===== src/rtl/matrix_3x3_gen.sv =====
// Streaming 3x3 window generator: uses two external FIFOs as row delays and
// emits one registered window per interior pixel, two cycles after its accept.
module matrix_3x3_gen #(
   parameter int DATA_WIDTH = 8,
   parameter int IMG_WIDTH  = 640,
   parameter int IMG_HEIGHT = 480
) (
   input  logic                  clk,
   input  logic                  rst,
   input  logic                  in_valid,
   input  logic                  in_sof,
   input  logic [DATA_WIDTH-1:0] in_data,
   output logic                  lb0_wr_en,
   output logic [DATA_WIDTH-1:0] lb0_wr_data,
   output logic                  lb0_rd_en,
   input  logic [DATA_WIDTH-1:0] lb0_rd_data,
   output logic                  lb1_wr_en,
   output logic [DATA_WIDTH-1:0] lb1_wr_data,
   output logic                  lb1_rd_en,
   input  logic [DATA_WIDTH-1:0] lb1_rd_data,
   output logic                  lb_clr,
   output logic [DATA_WIDTH-1:0] m11,
   output logic [DATA_WIDTH-1:0] m12,
   output logic [DATA_WIDTH-1:0] m13,
   output logic [DATA_WIDTH-1:0] m21,
   output logic [DATA_WIDTH-1:0] m22,
   output logic [DATA_WIDTH-1:0] m23,
   output logic [DATA_WIDTH-1:0] m31,
   output logic [DATA_WIDTH-1:0] m32,
   output logic [DATA_WIDTH-1:0] m33,
   output logic                  out_valid,
   output logic                  out_last,
   output logic                  err
);

   // state | meaning
   // IDLE  | waiting for in_sof; in_sof dropped while lb_clr is high
   // RUN   | accepting pixels of the current frame
   // FLUSH | one cycle after the last pixel; schedules lb_clr
   typedef enum logic [1:0] {
      IDLE  = 2'd0,
      RUN   = 2'd1,
      FLUSH = 2'd2
   } state_t;

   localparam int CW = (IMG_WIDTH  > 1) ? $clog2(IMG_WIDTH)  : 1;
   localparam int RW = (IMG_HEIGHT > 1) ? $clog2(IMG_HEIGHT) : 1;
   localparam logic [CW-1:0] COL_LAST = CW'(IMG_WIDTH - 1);
   localparam logic [RW-1:0] ROW_LAST = RW'(IMG_HEIGHT - 1);
   localparam logic [CW-1:0] COL_ONE  = CW'(1);
   localparam logic [RW-1:0] ROW_ONE  = RW'(1);

   state_t state, state_n;
   logic [CW-1:0] col;
   logic [RW-1:0] row;
   logic accept, abort, sof_drop, at_end, at_origin;
   logic rst_q;
   logic acc_q, mid_en_q, top_en_q, win_q, last_q;
   logic [DATA_WIDTH-1:0] data_q, col_mid, col_top;

   assign at_end    = (col == COL_LAST) && (row == ROW_LAST);
   assign at_origin = (col == '0) && (row == '0);

   always_ff @(posedge clk) begin
      if (rst) state <= IDLE;
      else     state <= state_n;
   end

   always_comb begin
      state_n  = state;
      accept   = 1'b0;
      abort    = 1'b0;
      sof_drop = 1'b0;
      case (state)
         IDLE: begin
            if (in_valid && in_sof) begin
               if (lb_clr) begin
                  sof_drop = 1'b1;
               end else begin
                  accept  = 1'b1;
                  state_n = RUN;
               end
            end
         end
         RUN: begin
            if (in_valid) begin
               if (in_sof && !at_origin) begin
                  abort   = 1'b1;
                  state_n = IDLE;
               end else begin
                  accept = 1'b1;
                  if (at_end) state_n = FLUSH;
               end
            end
         end
         FLUSH: begin
            state_n = IDLE;
            if (in_valid && in_sof) sof_drop = 1'b1;
         end
         default: state_n = IDLE;
      endcase
      if (rst) begin
         accept   = 1'b0;
         abort    = 1'b0;
         sof_drop = 1'b0;
      end
   end

   // Counters hold the position of the next pixel; they return to 0 whenever
   // the FSM goes back to IDLE, so the sof pixel is always (0,0).
   always_ff @(posedge clk) begin
      if (rst || abort) begin
         col <= '0;
         row <= '0;
      end else if (accept) begin
         if (col == COL_LAST) begin
            col <= '0;
            row <= at_end ? '0 : row + ROW_ONE;
         end else begin
            col <= col + COL_ONE;
         end
      end
   end

   always_ff @(posedge clk) begin
      rst_q <= rst;
      if (rst) begin
         err    <= 1'b0;
         lb_clr <= 1'b1;
      end else begin
         err    <= abort | sof_drop;
         lb_clr <= rst_q | abort | (state == FLUSH);
      end
   end

   assign lb0_wr_en   = accept;
   assign lb0_wr_data = accept ? in_data : '0;
   assign lb0_rd_en   = accept && (row != '0);
   assign lb1_rd_en   = accept && (row > ROW_ONE);
   assign lb1_wr_en   = acc_q && mid_en_q;
   assign lb1_wr_data = lb1_wr_en ? lb0_rd_data : '0;

   always_ff @(posedge clk) begin
      if (rst) begin
         acc_q    <= 1'b0;
         mid_en_q <= 1'b0;
         top_en_q <= 1'b0;
         win_q    <= 1'b0;
         last_q   <= 1'b0;
         data_q   <= '0;
      end else begin
         acc_q <= accept;
         if (accept) begin
            data_q   <= in_data;
            mid_en_q <= (row != '0);
            top_en_q <= (row > ROW_ONE);
            win_q    <= (row > ROW_ONE) && (col > COL_ONE);
            last_q   <= at_end;
         end
      end
   end

   // Rows that do not exist yet are forced to zero so stale FIFO data never
   // reaches the window registers.
   assign col_mid = mid_en_q ? lb0_rd_data : '0;
   assign col_top = top_en_q ? lb1_rd_data : '0;

   always_ff @(posedge clk) begin
      if (rst) begin
         {m11, m12, m13, m21, m22, m23, m31, m32, m33} <= '0;
         out_valid <= 1'b0;
         out_last  <= 1'b0;
      end else begin
         out_valid <= acc_q & win_q;
         out_last  <= acc_q & win_q & last_q;
         if (acc_q) begin
            m11 <= m12;
            m12 <= m13;
            m13 <= col_top;
            m21 <= m22;
            m22 <= m23;
            m23 <= col_mid;
            m31 <= m32;
            m32 <= m33;
            m33 <= data_q;
         end
      end
   end

endmodule


===== config.mk =====
export PLATFORM = sky130hd
export DESIGN_NAME = matrix_3x3_gen
export DESIGN_NICKNAME = d
export VERILOG_FILES = /design/src/rtl/matrix_3x3_gen.sv
export SDC_FILE = /design/constraint.sdc
export NUM_CORES = 1
export LEC_CHECK = 0
export BUFFER_PORTS_ARGS = -buffer_cell sky130_fd_sc_hd__buf_2
export CAP_MARGIN = 20
export CORE_MARGIN = 2
export CORE_UTILIZATION = 50
export DETAILED_ROUTE_END_ITERATION = 10
export PLACE_DENSITY = 0.82
export SYNTH_ARGS = -nofsm -noshare
export SYNTH_HDL_FRONTEND = slang
export SYNTH_SLANG_ARGS = --single-unit
export TNS_END_PERCENT = 20

===== constraint.sdc =====
create_clock -name clk -period 2.35 [get_ports clk]
set_input_delay 0.3525 -clock clk [delete_from_list [all_inputs] [get_ports clk]]
set_output_delay 0.3525 -clock clk [all_outputs]
set_load 0.01 [all_outputs]

# [Word level (Yosys, flattened, before mapping)]
# Cells that the tools add are included.
[op_classes] add_sub_neg=2 mul=0 n_div=0 order_cmp=2 eq_ne=8 shifts=0 mux=27 n_bitwise=5 n_reduce_logical=16
[op_table] cell="8-bit two-way mux" n=4
[op_table] cell="1-bit two-way mux" n=13
[op_table] cell="10-bit by 1-bit adder with 10-bit output (second input constant)" n=1
[op_table] cell="10-bit equality test (second input constant)" n=1
[op_table] cell="10-bit by 1-bit greater-than comparator with 1-bit output (second input constant)" n=1
[op_table] cell="10-bit logical NOT" n=1
[op_table] cell="10-bit two-way mux" n=1
[op_table] cell="2-bit two-way mux" n=5
[op_table] cell="9-bit by 1-bit adder with 9-bit output (second input constant)" n=1
[op_table] cell="9-bit equality test (second input constant)" n=1
[op_table] cell="9-bit by 1-bit greater-than comparator with 1-bit output (second input constant)" n=1
[op_table] cell="9-bit logical NOT" n=1
[op_table] cell="9-bit two-way mux" n=1
[op_table] cell="9-bit nonzero test" n=1
[op_table] cell="1-bit logical AND" n=8
[op_table] cell="2-bit != test (second input constant)" n=3
[op_table] cell="1-bit case mux with 2 select lines" n=2
[op_table] cell="2-bit case mux with 2 select lines" n=1
[op_table] cell="4-bit AND reduction" n=1
[op_table] cell="3-bit != test (second input constant)" n=1
[op_table] cell="1-bit bitwise OR" n=3
[op_table] cell="1-bit bitwise AND" n=2
[op_table] cell="2-bit by 1-bit equality test with 1-bit output (second input constant)" n=1
[op_table] cell="2-bit equality test (second input constant)" n=1
[op_table] cell="other kinds (4)" n=4
[word_totals] regBits=111 latchBits=0 ram_bits=0 romBits=0 elab_cells=83 memories=0

# [Longest topological paths before layout]
# Gate-level depths: netlist of run 1.
[depth] ltp_word=10 ltp_mapped=8

# [Worst setup path before layout of run 1]
# OpenSTA, ideal clock, no wires.
[synth_timing] path_kind="register to output" from="reg state[0]" to="out lb0_wr_data[0]" t_arrival_ps=1814 required_ps=1997 setup_slack_ps=183 path_stages_with_launch=8 path_buffers=2 cell_sequence="dfxtp_1 clkbuf_1 nor3b_1 o211ai_1 o31a_1 clkinv_1 clkbuf_1 and2_1"
[synth_between] elab_chain_len=4 word_cells_on_any_way=5
[synth_lines] item="start, declared" line_no="53" text="state_t state, state_n;"
[synth_lines] item="start signal, assigned" line_no="66" text="else state <= state_n;"
[synth_lines] item="2-bit by 1-bit equality test with 1-bit output / 2-bit logical NOT (equally long branches)" line_no="74" text="case (state)"
[synth_lines] item="1-bit case mux with 2 select lines *" line_no="74"
[synth_lines] item="1-bit two-way mux *" line_no="102" text="if (rst) begin"
[synth_lines] item="named net lb0_wr_en" line_no="13" text="output logic lb0_wr_en,"
[synth_lines] item="8-bit two-way mux *" line_no="137" text="assign lb0_wr_data = accept ? in_data : '0;"
[synth_lines] item="end, declared" line_no="14" text="output logic [DATA_WIDTH-1:0] lb0_wr_data,"
# Mark *: on every way through the listed nets, which the timed path passes. The rest lies on a longest branch.

# [Worst setup path after layout of run 1]
[layout_timing] from="reg col[9]" to="out lb0_wr_data[0]"
[layout_between] elab_chain_len=9
[layout_lines] item="start, declared" line_no="54" text="logic [CW-1:0] col;"
[layout_lines] item="start signal, assigned" line_no="120" text="col <= col + COL_ONE;"
[layout_lines] item="10-bit logical NOT" line_no="62" text="assign at_origin = (col == '0) && (row == '0);"
[layout_lines] item="1-bit logical AND" line_no="62"
[layout_lines] item="1-bit logical NOT" line_no="87" text="if (in_sof && !at_origin) begin"
[layout_lines] item="1-bit logical AND" line_no="87"
[layout_lines] item="1-bit two-way mux" line_no="87"
[layout_lines] item="1-bit two-way mux" line_no="86" text="if (in_valid) begin"
[layout_lines] item="1-bit case mux with 2 select lines" line_no="74"
[layout_lines] item="1-bit two-way mux" line_no="102"
[layout_lines] item="8-bit two-way mux" line_no="137"
# No other way between the ends.

==> results of run 1 <==
registers in the layout (all words and copies together) (netlist names):
name and cells:
m11 8, out_valid 1, m12 8, row 9, lb_clr 1, m21 8
mid_en_q 1, top_en_q 1, acc_q 1, win_q 1, m13 8, err 1
m33 8, last_q 1, rst_q 1, m23 8, m22 8, out_last 1
data_q 8, state 2, m31 8, m32 8, col 10
metrics by stage:
| stage | area (um^2) | instances | setup TNS (ns) |
|---|---|---|---|
| 2_1_floorplan | 4443 | 475 | 0 |
| 3_3_place_gp | 5218 | 697 | 0 |
| 3_5_place_dp | 5218 | 697 | 0 |
| 4_1_cts | 5472 | 717 | -0.001712 |
| 5_1_grt | 5505 | 720 | -1.226 |
| 6_report | 5505 | 720 | -0.06799 |
synthesized netlist by cell type (2+ instances only):
library cell  number  area share [%]
dfxtp_1          111              50
nor2_1            97             8.2
mux2i_1           66              15
a21oi_1           21             2.4
clkbuf_1          15             1.3
nand2_1           15             1.3
inv_1             13             1.1
o21ai_0           13             1.5
nand3_1           12             1.4
and2_1            11             1.5
and3_1            10             1.4
a22oi_1            8             1.4
buf_1              8            0.68
or3_1              7            0.99
ha_1               6             1.7
nand4_1            6            0.84
a31oi_1            5            0.70
nor2b_1            5            0.70
o211ai_1           5            0.84
nor3_1             4            0.45
or4_1              4            0.68
and4_1             3            0.59
nor4_2             3            0.84
o21a_1             3            0.51
o31ai_1            3            0.51
buf_2              2            0.23
clkinv_1           2            0.17
xnor2_1            2            0.39
metal layers:
layer | share of wire, % | routed length [um] | global-route usage, % | vias up
met5 | 0 | 0 | 0 | -
met4 | 1.3 | 138 | 6.849 | 0
met3 | 7.6 | 802 | 3.364 | 14
met2 | 48 | 5049 | 35.62 | 150
met1 | 43 | 4598 | 28.71 | 1799
li1 | - | - | - | 1905
layout make-up:
cell class / instances / area, um^2 / area share (%)
multi-input combinational: 323 / 2096 / 38.07
clock buffer: 9 / 123.9 / 2.250
clock inverter: 7 / 57.56 / 1.045
timing repair buffer: 147 / 799.5 / 14.52
sequential: 111 / 2237 / 40.64
tap: 108 / 135.1 / 2.455
inverter: 15 / 56.30 / 1.023
cells by family (layout without fill, tap and decap cells):
logic type,after synthesis,in the layout
XOR/XNOR,3,3
multiplexers,66,66
buffers and inverters,41,178
AO/OA/AOI/OAI,65,65
AND/OR/NAND/NOR,183,183
adder cells (fa/ha/maj),6,6
flip-flops,111,111
path summary, 6_finish.rpt:
path             startpoint              to  slack [ns]  depth (start not counted)
max                  col[9]  lb0_wr_data[0]       -0.01                          7
min          lb1_rd_data[2]          m13[2]        0.22                          3
max reg2reg          col[9]          col[9]        0.13                          7
min reg2reg           rst_q          lb_clr        0.46                          2
worst min-delay path: stages:
cell	delay, ns
buf_2	0.08
a22oi_1	0.05
nor2_1	0.07
placed cells by master, fill, tap and decap left out, drive strengths merged, types with 2 or more instances in the layout:
master / synthesis / layout
nor2b: 5 / 5
and3: 10 / 10
mux2i: 66 / 66
o211ai: 5 / 5
ha: 6 / 6
or4: 4 / 4
and2: 11 / 11
nor2: 97 / 97
o21a: 3 / 3
inv: 13 / 15
buf: 11 / 147
nor4: 4 / 4
and4: 3 / 3
nand2: 15 / 15
o31ai: 4 / 4
nor3: 4 / 4
a31oi: 5 / 5
nand4: 6 / 6
nand3: 13 / 13
a22oi: 8 / 8
o21ai: 13 / 13
clkbuf: 15 / 9
xnor2: 2 / 2
or3: 7 / 7
dfxtp: 111 / 111
clkinv: 2 / 7
a21oi: 21 / 21
where the power goes:
| group | total (mW) | internal, mW | switching [mW] |
|---|---|---|---|
| Clock | 1.06 | 0.399 | 0.659 |
| Sequential | 1.90 | 1.89 | 0.0119 |
| Combinational | 0.153 | 0.0639 | 0.0895 |
repair_timing:
item | in CTS | in global routing
buffers inserted | 4 | 3
gates resized for setup | 8 | 8
setup endpoints to repair | 10 | 10
pin swaps | 5 | 3
==> impl_metrics.yaml, run 1 <==
synthesis:
  ys.flop_type: "dfxtp_1"
  synth-seq-cells: 111
  synth.mux.area_fraction_pct: 14.87
  synth-edff-count: 0
  synth_top_family_by_area: "simple AND/OR/NAND/NOR gates"
  yosysSeqAreaShare_pct: 50.01
  syn_inst: 475
  netlist_area_um2: 4443
  synth-simple-area-share_pct: 19.99
  synth_adder_area_share_pct: 1.690
  synth_cell_types: 43
  syn_nets: 509
  synth_xor_area_share_pct: 0.5914
  synth_compound_area_share_pct: 9.152
  ys_warn_count: 0
  syn_avg_cell_area_um2: 9.354
  async_reset_ff_share_pct: 0
timing:
  finalCritPeriodShare_pct: 100.6
  hold_viol_final: 0
  relSlewSlack_pct: 60.31
  setup_slack_ns: -0.01477
  timing.hold.ws_ns: 0.2197
  setup_viol: 8
  clock.fmax_ghz: 0.4229
  slew_violations: 0
  rsz0062_at_grt: "yes"
  skew_ns: 0.007735
  worst_pin_slew_ns: 0.5891
  fin_crit_ns: 2.365
cells_and_area:
  diodes: 0
  final_util_pct: 63.44
  area_growth_pct: 23.91
  fillCellCount: 718
  num-nets-final: 641
  drive_gt1_share_pct: 29.58
job:
  cap_violations: 0
grt:
  grt_start_max_net_pins: 54
  grt_pass1_wl_um: 17020
  antenna_found_initial: 0
  track_usage_pct: 21.40
  overflow: 0
  grt_pass1_vias: 3571
die:
  die_y_um: 98.27
  fp.dieW_um: 98.27
  initial_core_util_pct: 51.20
  core_area_um2: 8678
  rows: 34
  ios: 124
  die_area_um2: 9656
placement:
  io_buffers: 123
  hpwl_um: 7579
  gp_congestion: 0.9031
  place_ws_ns: 0.05469
run_status:
  run_status: "finished, violations left"
  violations: "negative setup slack"
clock_tree:
  htreeDepth: 3
  worst_skew_pair.late_latency_ns: 0.36
  cts-root-buf: "clkbuf_8"
  cts_buffers: 9
  cts_num_sinks: 111
  clk_path_buf_depth: 2
  hold_buffers: 0
  path_clk_slew_ns: 0.11
  cts_tree: "built"
critical_path:
  worstSetupPathType: "reg2out"
  path_delay_family: "simple AND/OR/NAND/NOR gates"
  crit_slowest_cell: "dfxtp_2"
  required_ns: 2.00
  endpoint_kind: "output pin"
  cp_slowest_stage_delay_ns: 0.37
  path_cells: "nor4_4, nand3_2, o31a_1, clkinv_1, buf_6, and2_1, buf_2"
  crit_path_start_kind: "flop"
  worst_ep_arrival_time_ns: 2.01
  crit_path_max_fanout: 11
  crit_buf_inv: 3
routing:
  routedWlPerCell_um: 14.71
  drc: 0
  routed_wl_um: 10590
  dr.pass1.iters: 4
  vias_per_cell: 5.372
  antenna_left: 0
  drt-initial-drc-count: 161
  dr_total_vias: 3868
power_and_ir_drop:
  ir_drop_mv: 0.4046
  finalPower_mw: 3.113
  power_density_nw_per_um2: 565.4
  power.leakage_nw: 2.401
worst_hold_path:
  hold_path_class: "in2reg"
Note: power is estimated with default switching activity, not from simulation.
==> inputs of run 2 (changes only) <==
--- a/config.mk
+++ b/config.mk
@@ -8,9 +8,9 @@
 export BUFFER_PORTS_ARGS = -buffer_cell sky130_fd_sc_hd__buf_2
 export CAP_MARGIN = 20
 export CORE_MARGIN = 2
-export CORE_UTILIZATION = 50
+export CORE_UTILIZATION = 40
 export DETAILED_ROUTE_END_ITERATION = 10
-export PLACE_DENSITY = 0.82
+export PLACE_DENSITY = 0.71
 export SYNTH_ARGS = -nofsm -noshare
 export SYNTH_HDL_FRONTEND = slang
 export SYNTH_SLANG_ARGS = --single-unit
==> constraint.sdc (replaced) <==
create_clock -name clk -period 2.14 [get_ports clk]
set_input_delay 0.321 -clock clk [delete_from_list [all_inputs] [get_ports clk]]
set_output_delay 0.321 -clock clk [all_outputs]
set_load 0.01 [all_outputs]
==> impl_metrics.yaml, run 2 (synthesis results as in run 1) <==
routing:
  antenna_left: 0
  drt-initial-drc-count: 236
  dr_total_vias: 3874
  routedWlPerCell_um: 14.43
  drc: 0
  dr.pass1.iters: 4
  routed_wl_um: 11110
  vias_per_cell: 5.031
timing:
  setup_viol: 23
  slew_violations: 0
  skew_ns: 0.01092
  clock.fmax_ghz: 0.4147
  fin_crit_ns: 2.411
  timing.hold.ws_ns: 0.1717
  rsz0062_at_grt: "yes"
  relSlewSlack_pct: 41.62
  hold_viol_final: 0
  finalCritPeriodShare_pct: 112.7
  worst_pin_slew_ns: 0.8756
  setup_slack_ns: -0.2714
clock_tree:
  cts_tree: "built"
  path_clk_slew_ns: 0.10
  cts-root-buf: "clkbuf_8"
  worst_skew_pair.late_latency_ns: 0.38
  hold_buffers: 0
  clk_path_buf_depth: 2
  cts_buffers: 9
  cts_num_sinks: 111
  htreeDepth: 3
critical_path:
  worstSetupPathType: "reg2out"
  path_delay_family: "simple AND/OR/NAND/NOR gates"
  crit_path_start_kind: "flop"
  crit_buf_inv: 3
  required_ns: 1.82
  crit_path_max_fanout: 6
  cp_slowest_stage_delay_ns: 0.38
  crit_slowest_cell: "dfxtp_4"
  endpoint_kind: "output pin"
  path_cells: "nor4_4, nand3_2, o31a_1, inv_2, buf_6, and2_4, buf_6"
  worst_ep_arrival_time_ns: 2.09
  cpMostUsedCell: "buf_6"
cells_and_area:
  drive_gt1_share_pct: 33.97
  num-nets-final: 660
  multiInputGateArea_um2: 2161
  largestRegisters: "col: 10 flops, row: 9 flops"
  diodes: 0
  regArea_um2: 2237
  mostFrequentLayoutCells: "buf_2 (115), dfxtp_1 (103), nor2_1 (97)"
  fillCellCount: 983
  top_register: "col"
  final_common_cell: "buf_2"
  area_growth_pct: 30.81
  largest_reg_flops: 10
grt:
  grt.met2_usage_pct: 29.06
  busiest_layer: "met2"
  overflow: 0
  grt_util_met1_pct: 22.11
  grt_util_met3_pct: 5.513
  antenna_found_initial: 0
  grt_pass1_wl_um: 16630
  grt_start_max_net_pins: 87
  grt_pass1_vias: 3489
  track_usage_pct: 17.66
placement:
  place_ws_ns: -0.06248
  hpwl_um: 7610
  io_buffers: 123
  gp_congestion: 0.8643
power_and_ir_drop:
  power.leakage_nw: 2.539
  power_density_nw_per_um2: 590.6
  ir_drop_mv: 0.4456
run_status:
  run_status: "finished, violations left"
  violations: "negative setup slack"
die:
  core_area_um2: 10840
  die_area_um2: 11970
  fp.dieW_um: 109.4
  initial_core_util_pct: 40.99
  die_y_um: 109.4
  ios: 124
  rows: 38
worst_hold_path:
  hold_path_class: "in2reg"
job:
  cap_violations: 0
-- run 2: changes by cell type in the layout (fill, tap and decap cells not counted), sizes merged --
| cell | previous run | this run |
|---|---|---|
| buf | 147 | 166 |
| inv | 15 | 16 |
| clkinv | 7 | 4 |
| clkinvlp | 0 | 1 |
-- run 2: final timing paths --
| kind | startpoint | to | slack [ns] | cells after the start |
|---|---|---|---|---|
| worst min register to register | rst_q | lb_clr | 0.43 | 2 |
| worst min-delay path | lb1_rd_data[5] | m13[5] | 0.17 | 3 |
| worst max register to register | col[6] | data_q[0] | -0.10 | 11 |
| worst max-delay path | row[4] | lb0_wr_data[4] | -0.27 | 7 |
-- run 2: per-layer routing --
layer  vias up  wire length, um
met3        12              778
met4         0              167
li1       1948                -
met2       114             5305
met5         -                0
met1      1800             4859
-- run 2: per-stage QoR --
stage	cell area [um^2]	setup TNS, ns	instances	power (mW)	utilization, %
floorplan	4443	0	475	2.234	-
global placement	5383	0	744	2.304	49.65
detailed placement	5383	-0.2095	744	2.307	49.65
CTS	5639	-2.620	765	3.452	52.02
global route	5812	-5.309	770	3.558	53.61
finish	5812	-3.386	770	3.432	53.61
-- run 2: area by class of cell --
type / instances / area share (%)
multi-input combinational: 323 / 37.18
clock buffer: 9 / 2.131
sequential: 111 / 38.49
tap: 140 / 3.014
timing repair buffer: 166 / 17.42
clock inverter: 6 / 0.7966
inverter: 15 / 0.9688
-- run 2: what timing repair did --
action,in CTS,in global routing
endpoints found under the setup margin,12,36
gates resized for setup,9,38
pin swaps,3,14
buffers inserted,6,4
gates cloned,0,1
-- run 2: worst min-delay path, cell delays in order --
cell and delay [ns]:
buf_2 0.07, a22oi_1 0.05, nor2_1 0.08
-- run 2: report_power, final --
part           switching [mW]  internal [mW]
combinational           0.108         0.0888
clock                   0.722          0.428
sequential             0.0123           2.07
total                   0.842           2.59
==> inputs of run 3 (changes only) <==
--- a/config.mk
+++ b/config.mk
@@ -9,6 +9,7 @@
 export CAP_MARGIN = 20
 export CORE_MARGIN = 2
 export CORE_UTILIZATION = 40
+export CTS_BUF_LIST = sky130_fd_sc_hd__clkbuf_16
 export DETAILED_ROUTE_END_ITERATION = 10
 export PLACE_DENSITY = 0.71
 export SYNTH_ARGS = -nofsm -noshare
==> impl_metrics.yaml, run 3 (synthesis results as in run 1) <==
critical_path:
  crit_buf_inv: 3
  rr_endpoint: "col[9]"
  endpoint_kind: "flop"
  reg2reg_depth: 8
  rr_startpoint: "row[4]"
  crit_path_start_kind: "flop"
  worst_ep_arrival_time_ns: 2.62
  worstSetupPathType: "reg2reg"
  crit_path_max_fanout: 6
  path_cells: "nor4_4, nand3_2, o31a_1, buf_4, buf_4, buf_4, or4_1, a21oi_2"
  crit_slowest_cell: "or4_1"
  path_delay_family: "simple AND/OR/NAND/NOR gates"
  required_ns: 2.42
  cp_slowest_stage_delay_ns: 0.51
  r2r_slack_ns: -0.20
  cpMostUsedCell: "buf_4"
timing:
  fin_tns_setup_ns: -2.281
  relSlewSlack_pct: 42.11
  worst_pin_slew_ns: 0.8684
  slew_violations: 0
  setup_viol: 16
  setup_slack_ns: -0.1975
  hold_viol_final: 0
  rsz0062_at_grt: "yes"
  fin_crit_ns: 2.337
  clock.fmax_ghz: 0.4278
  skew_ns: 0.007261
  timing.hold.ws_ns: 0.2101
  finalCritPeriodShare_pct: 109.2
routing:
  antenna_left: 0
  dr.pass1.iters: 4
  routed_wl_um: 10900
  drt-initial-drc-count: 264
  vias_per_cell: 5.103
  routedWlPerCell_um: 14.20
  drc: 0
  dr_total_vias: 3919
grt:
  track_usage_pct: 17.86
  grt_pass1_wl_um: 16790
  grt_util_met1_pct: 22.03
  antenna_found_initial: 0
  grt_start_max_net_pins: 87
  grt_pass1_vias: 3530
  grt_util_met3_pct: 5.394
  overflow: 0
  grt.met2_usage_pct: 29.45
  busiest_layer: "met2"
cells_and_area:
  largest_reg_flops: 10
  mostFrequentLayoutCells: "buf_2 (123), dfxtp_1 (103), nor2_1 (97)"
  area_growth_pct: 31.37
  largestRegisters: "col: 10 flops, row: 9 flops"
  fillCellCount: 978
  finalInstanceArea_um2: 5837
  top_register: "col"
  drive_gt1_share_pct: 32.48
  diodes: 0
  num-nets-final: 658
  final_common_cell: "buf_2"
  final_util_pct: 53.84
placement:
  gp_congestion: 0.8643
  io_buffers: 123
  dpl_cell_area_um2: 5383
  place_ws_ns: -0.06248
  hpwl_um: 7610
die:
  ios: 124
  initial_core_util_pct: 40.99
  die_y_um: 109.4
  rows: 38
  die_area_um2: 11970
  core_area_um2: 10840
  fp.dieW_um: 109.4
run_status:
  violations: "negative setup slack"
  run_status: "finished, violations left"
power_and_ir_drop:
  swShare_pct: 22.95
  power_density_nw_per_um2: 656.4
  p_sw_mw: 0.8792
  power.leakage_nw: 2.544
  power_frac_comb_pct: 5.0
  pwr-share-seq_pct: 54.5
  ir_drop_mv: 0.6677
  intPower_mw: 2.952
  p_clk_share_pct: 40.6
clock_tree:
  cts-root-buf: "clkbuf_16"
  htreeDepth: 3
  clk_path_buf_depth: 2
  cts_tree: "built"
  path_clk_slew_ns: 0.07
  cts_buffers: 9
  worst_skew_pair.late_latency_ns: 0.35
  cts_num_sinks: 111
worst_hold_path:
  hp-start: "lb1_rd_data[5]"
  hold-path-endpoint: "m13[5]"
  hold_depth: 3
  hold_path_class: "in2reg"
job:
  cap_violations: 0
run 3: cell type report:
type	instances	area [um^2]	share of cell area [%]
Timing Repair Buffer	164	962.2	16.48
Clock buffer	9	225.2	3.859
Sequential cell	111	2235	38.29
Multi-Input combinational cell	323	2136	36.59
Clock inverter	6	46.29	0.7931
Inverter	15	57.56	0.9861
Tap cell	140	175.2	3.001
run 3: power groups by stage:
stage	logic (mW)	registers (mW)	clock network, mW
after floorplan	0.104	2.13	0
after global placement	0.169	2.13	0
after detailed placement	0.173	2.13	0
after CTS	0.183	2.09	1.60
after global routing	0.204	2.09	1.67
final	0.190	2.09	1.56
run 3: what timing repair did:
action | CTS | global route
pin swaps | 4 | 6
hold buffers | 0 | 0
buffers inserted | 5 | 4
resized for setup | 11 | 19
setup endpoints to repair | 12 | 31
run 3: stage by stage:
step / std cells / total power [mW]
finish: 768 / 3.831
global route: 768 / 3.965
global placement: 744 / 2.304
detailed placement: 744 / 2.307
CTS: 764 / 3.867
floorplan: 475 / 2.234
run 3: routing by layer:
layer / part of all wire [%] / wire length, um
met5: 0 / 0
met3: 7.0 / 768
met1: 44 / 4767
met4: 1.7 / 187
met2: 48 / 5180
run 3: worst max path at each step:
stage	slack, ns	start	depth (start not counted)	to
final	-0.20	row[4]	8	col[9]
after global routing	-0.29	row[5]	7	lb0_wr_data[4]
after CTS	-0.15	col[6]	7	lb0_wr_data[5]
after detailed placement	-0.06	in_valid	7	col[9]
after global placement	0.07	in_valid	7	col[9]
after floorplan	0.005	state[0]	7	lb0_wr_data[0]
run 3: worst reg2reg max path: cells and delay by family, from the launching register on:
kind                   cells  cell delay [ns]
AND/OR/NAND/NOR            3             0.98
AO/OA/AOI/OAI              2             0.50
buffers and inverters      3             0.44
flip-flops                 1             0.35
